File: src/rtl/dpram_port_arbiter.sv
// dpram_port_arbiter: round-robin sharing of one single-port SRAM between two
// valid/ready request ports, with tagged in-order read returns.
module dpram_port_arbiter #(
  parameter int AW = 8,
  parameter int DW = 16,
  parameter int RAM_LAT = 1
) (
  input  logic          clk,
  input  logic          rst,
  input  logic          a_valid,
  output logic          a_ready,
  input  logic          a_we,
  input  logic [AW-1:0] a_addr,
  input  logic [DW-1:0] a_wdata,
  output logic          a_rvalid,
  output logic [DW-1:0] a_rdata,
  input  logic          b_valid,
  output logic          b_ready,
  input  logic          b_we,
  input  logic [AW-1:0] b_addr,
  input  logic [DW-1:0] b_wdata,
  output logic          b_rvalid,
  output logic [DW-1:0] b_rdata,
  output logic          ram_ce,
  output logic          ram_we,
  output logic [AW-1:0] ram_addr,
  output logic [DW-1:0] ram_wdata,
  input  logic [DW-1:0] ram_rdata
);
  logic               last_b;
  logic               gnt_a;
  logic               gnt_b;
  logic [AW-1:0]      addr_q;
  logic [DW-1:0]      wdata_q;
  logic [RAM_LAT-1:0] tag_v;
  logic [RAM_LAT-1:0] tag_b;
  logic               rv_a;
  logic               rv_b;
  logic               ret_a;
  logic               ret_b;
  always_comb begin
    gnt_a = a_valid & (~b_valid | last_b);
    gnt_b = b_valid & (~a_valid | ~last_b);
  end
  assign a_ready   = gnt_a & ~rst;
  assign b_ready   = gnt_b & ~rst;
  assign ram_ce    = a_ready | b_ready;
  assign ram_we    = a_ready ? a_we : (b_ready & b_we);
  assign ram_addr  = a_ready ? a_addr : b_ready ? b_addr : addr_q;
  assign ram_wdata = a_ready ? a_wdata : b_ready ? b_wdata : wdata_q;
  // Responses are gated so nothing accepted before a reset is ever returned.
  assign a_rvalid  = rv_a & ~rst;
  assign b_rvalid  = rv_b & ~rst;
  assign ret_a     = tag_v[RAM_LAT-1] & ~tag_b[RAM_LAT-1];
  assign ret_b     = tag_v[RAM_LAT-1] & tag_b[RAM_LAT-1];
  always_ff @(posedge clk) begin
    if (rst) begin
      last_b  <= 1'b1;
      addr_q  <= '0;
      wdata_q <= '0;
      tag_v   <= '0;
      tag_b   <= '0;
      rv_a    <= 1'b0;
      rv_b    <= 1'b0;
      a_rdata <= '0;
      b_rdata <= '0;
    end else begin
      if (ram_ce) last_b <= b_ready;
      addr_q  <= ram_addr;
      wdata_q <= ram_wdata;
      tag_v   <= RAM_LAT'({tag_v, ram_ce & ~ram_we});
      tag_b   <= RAM_LAT'({tag_b, b_ready});
      rv_a    <= ret_a;
      rv_b    <= ret_b;
      if (ret_a) a_rdata <= ram_rdata;
      if (ret_b) b_rdata <= ram_rdata;
    end
  end
endmodule

File: config.mk
export PLATFORM = sky130hd
export DESIGN_NAME = dpram_port_arbiter
export DESIGN_NICKNAME = d
export VERILOG_FILES = /design/src/rtl/dpram_port_arbiter.sv
export SDC_FILE = /design/constraint.sdc
export NUM_CORES = 1
export LEC_CHECK = 0
export ABC_AREA = 1
export BUFFER_PORTS_ARGS = -buffer_cell sky130_fd_sc_hd__buf_2
export CORE_MARGIN = 2
export CORE_UTILIZATION = 29
export CTS_CLUSTER_DIAMETER = 30
export CTS_CLUSTER_SIZE = 10
export DETAILED_ROUTE_END_ITERATION = 16
export PLACE_DENSITY = 0.55
export SLEW_MARGIN = 5
export SYNTH_ARGS = -nofsm -noshare
export SYNTH_HDL_FRONTEND = slang
export SYNTH_SLANG_ARGS = --single-unit
File: constraint.sdc
create_clock -name clk -period 1.6 [get_ports clk]
set_clock_uncertainty 0.1 [all_clocks]
set_input_delay 0.24 -clock clk [delete_from_list [all_inputs] [get_ports clk]]
set_output_delay 0.24 -clock clk [all_outputs]
set_load 0.02 [all_outputs]
After elaboration in Yosys (flattened, before gate mapping) --
Cells that the tools add are included.
Operators by class: $add $sub $neg 0, multiply operators 0, divide/modulo/power cells 0, order comparisons 0, equal/unequal tests 0, shifts and indexed selects 0, mux-type cells 5, bitwise logic cells 19, reductions and logical operators 0
Operators by type and width (count):
- 16-bit two-way mux | 2
- 8-bit two-way mux | 2
- 1-bit bitwise AND | 10
- 1-bit inverter | 6
- 1-bit bitwise OR | 3
- 1-bit two-way mux | 1
Word-level totals: flip-flop bits (word level) 61, bits in latches 0, memory bits (writable) 0, bits in read-only memories 0, input bits 70, output and inout bits 62, logic and storage cells 33, memories kept 0

Logic depth before layout (Yosys ltp) --
depth after elaboration 8, mapped depth 8, depth with buffers taken out 7

Least setup slack after synthesis --
No wires, ideal clock.
kind register -> output, from reg last_b, to out ram_wdata[11], arrival 1.154 ns, path slack 0.106 ns, stages on the path, launching flop included 8, buffers on the path 1, cell sequence dfxtp_1 inv_2 nand2_1 nand3_4 buf_4 inv_1 nand2_1 nand2_1
RTL lines:
- start: declaration | RTL line 30 | logic last_b;
- start signal: assignment | RTL line 68 | if (ram_ce) last_b <= b_ready;
- 1-bit bitwise OR | RTL line 42 | gnt_a = a_valid & (~b_valid | last_b);
- 1-bit bitwise AND | RTL line 42
- 1-bit bitwise AND | RTL line 45 | assign a_ready = gnt_a & ~rst;
- via a_ready | RTL line 11 | output logic a_ready,
- 16-bit two-way mux | RTL line 50 | assign ram_wdata = a_ready ? a_wdata : b_ready ? b_wdata : wdata_q;
- end: declaration | RTL line 27 | output logic [DW-1:0] ram_wdata,
The timed path passes the listed nets, and every way through them passes these cells.

Worst setup path after layout --
from reg last_b, to out ram_wdata[13]
On the way: word-level cells in the longest chain between the ends 6
Ends and longest elaborated chain:
- 1-bit inverter | RTL line 43 | gnt_b = b_valid & (~a_valid | ~last_b);
- 1-bit bitwise OR | RTL line 43
- 1-bit bitwise AND | RTL line 43
- 1-bit bitwise AND | RTL line 46 | assign b_ready = gnt_b & ~rst;
- 16-bit two-way mux | RTL line 50
- 16-bit two-way mux (*) | RTL line 50
Mark *: on every way between the ends. The rest lies on a longest branch, timed or not.

==> flow_summary_export.csv <==
group,metric,value,unit
run_status,status,"finished, violations left",
run_status,violations,"negative setup slack",
setup_path,end_kind,"primary output",
grt,grt-ovfl-total,0,
power,p_leak,2.127,nW
timing,tightest_slew,0.5198,ns
route,dr_total_vias,2777,
setup_path,path_class,"reg -> out",
cts,cts_root_buf,"clkbuf_8",
route,detail_route.wl_per_cell,11.29,um
route,wl,7304,um
die,initial_core_util,30.29,%
synth,yosysUniqueCellTypes,21,
cts,cts_tree,"built",
synth,yosys_register_bits,61,
setup_path,cp_cell_sequence,"inv_2 -> nand2_2 -> nand3_4 -> buf_12 -> or2_1 -> nand2_1 -> inv_1 -> buf_2",
route,dr.max_layer_used,"met4",
timing,min_period_over_period,117.9,%
route,ant_nets,0,
timing,fmax,530.1,MHz
synth,yosys_warnings,0,
cts,clkLatencyLatePin,0.32,ns
route,wl_met1,3248,um
setup_path,cp.required,1.26,ns
power,p_per_area,1044,nW/um2
timing,drv_slew,0,
timing,slew_headroom,65.31,%
timing,fin_crit,1.887,ns
setup_path,cp_slowest_cell,"dfxtp_2",
grt,grt_use_total,14.59,%
timing,hold_violations,0,
die,io_pins,132,
die,floorplan.die.height,99.91,um
synth,postSynthAreaPerCell,7.095,um2
power,ir_worst_vdd,550.7,uV
placed_design,place_congestion,0.7481,
grt,grt_antenna_before_repair,0,
grt,grt_pass1_wl,11700,um
synth,synth.net_count,446,
cts,htree_levels,3,
die,dieArea,9982,um2
cts,cts_buffers,9,
grt,grt_max_degree,34,
setup_path,critPathBufInv,4,
route,routed_via_density,4.292,
route,wl_met3,627,um
route,drtIter0Drc,66,
synth,syn_area,2668,um2
grt,grt_pass1_vias,2640,
die,die_w,99.91,um
setup_path,path_max_fanout,27,
die,row_count,34,
synth,ys_seq_area_share,45.78,%
cts,clockBufferDepth,2,
timing,rsz0062_at_grt,"yes",
setup_path,max_stage_delay,0.34,ns
placed_design,hpwl,5278,um
timing,finalSetupViolations,27,
finish,drive_above_1_share,38.03,%
job,maxCapViolCount,0,
cts,clk_pin_slew,0.07,ns
route,drcViolationCount,0,
cts,cts_sinks,61,
route,wl_met2,3387,um
synth,synth-async-reset-ratio,0,%
setup_path,crit_family,"simple AND/OR/NAND/NOR gates",
finish,antenna_cells,0,
min_path,hold_path.class,"in -> reg",
placed_design,pre_cts_ws,-0.06820,ns
route,dr.pass1.iters,4,
die,core_area,8806,um2
synth,synth_edf_count,0,
synth,yosys_most_used_dff,"dfxtp_1",
setup_path,arrival,1.55,ns
finish,nets,604,
timing,worst_slack,-0.2865,ns
placed_design,port-buffer-count,131,
finish,fin_util,45.07,%
synth,syn_inst,376,
finish,syn_to_final_growth,48.78,%
setup_path,startpoint_type,"flop",
[worst reg2reg max path, stage by stage, from the launching register on]
cell,delay [ns]
dfxtp_2,0.34
inv_2,0.04
nand2_2,0.07
nand3_4,0.09
buf_12,0.17
or2_0,0.19
nand2_1,0.08
buf_4,0.11
buf_4,0.09
nor2_1,0.03
[placed cells by master, fill, tap and decap left out]
cell type / synthesis / final
buf_2: 7 / 125
nor2_1: 92 / 92
dfxtp_1: 61 / 60
nand3_1: 47 / 47
nand2_1: 55 / 46
o21ai_0: 32 / 32
buf_4: 3 / 32
inv_1: 33 / 31
or2_1: 12 / 12
or2_0: 11 / 11
nand2_2: 1 / 10
clkbuf_8: 0 / 10
buf_12: 0 / 6
inv_2: 3 / 5
buf_6: 4 / 4
nand3_4: 2 / 3
nor2_4: 2 / 2
clkinv_2: 0 / 2
bufinv_16: 0 / 2
nand3_2: 1 / 1
a21oi_1: 1 / 1
clkinv_1: 1 / 1
o211ai_1: 1 / 1
clkinvlp_4: 0 / 1
clkinv_4: 0 / 1
dfxtp_2: 0 / 1
[path summary, 6_finish.rpt]
path | slack [ns] | depth (start not counted) | end | start
worst max-delay path | -0.29 | 8 | ram_wdata[13] | last_b
worst min-delay path | 0.05 | 3 | a_rdata[11] | ram_rdata[11]
worst max register to register | 0.18 | 9 | addr_q[3] | last_b
worst min register to register | 0.38 | 2 | b_rdata[14] | b_rdata[14]
[synthesized netlist by cell type, types with 2 or more instances]
library cell	number	share of area, %
or2_1	12	2.8
buf_4	3	0.84
o21ai_0	32	6.0
or2_0	11	2.6
nor2_1	92	13
nand2_1	55	7.7
dfxtp_1	61	46
nor2_4	2	0.84
inv_2	3	0.42
inv_1	33	4.6
nand3_1	47	8.8
clkbuf_1	6	0.84
nand3_4	2	1.3
buf_2	7	1.3
buf_6	4	1.7
[logic make-up after synthesis]
| family | synth area share (%) |
|---|---|
| AOI/OAI and AO/OA | 6.473 |
| DFF | 45.78 |
| buffers and inverters | 10.08 |
| and+or+nand+nor | 37.66 |
[sequential cells by signal, indices dropped and copies added (netlist names)]
signal,cells
a_rdata,16
addr_q,8
b_rdata,16
last_b,1
rv_a,1
rv_b,1
tag_b,1
tag_v,1
wdata_q,16
[area by class of cell]
class	instances	area, um2
clock inverters	6	86.33
flip-flops and latches	61	1222
multi-input cells	258	1217
clock buffers	10	137.6
fillers	927	4837
inverters	37	138.9
well taps	108	135.1
repair buffers	167	1031
[metal layers]
| metal | track usage [%] | vias to the layer above |
|---|---|---|
| met5 | 0 | - |
| met1 | 17.40 | 1209 |
| met3 | 5.919 | 2 |
| met4 | 4.742 | 0 |
| li1 | - | 1488 |
| met2 | 24.01 | 78 |
[repair_timing]
action | 4_1_cts | 5_1_grt
pin swaps | 1 | 1
gates resized for setup | 9 | 14
hold buffers | 0 | 0
endpoints found under the hold margin | 0 | 0
setup endpoints to repair | 28 | 28
setup buffers | 1 | 1
gates cloned | 1 | 0
[through the flow]
stage	setup TNS, ns	hold WS, ns	total power, mW	cells	area, um2
final	-6.451	0.04757	4.144	647	3969
after global routing	-9.109	0.04551	4.379	647	3969
after CTS	-7.557	0.02469	4.188	646	3925
after detailed placement	-0.4294	0.3677	2.641	628	3659
after global placement	-0.2784	0.3576	2.635	628	3659
after floorplan	0	0.2690	2.223	376	2668
[power breakdown]
| part | switching, mW | internal (mW) |
|---|---|---|
| registers | 0.0417 | 1.63 |
| logic | 0.551 | 0.418 |
| clock network | 0.587 | 0.916 |
(Power assumes the default switching activity.)
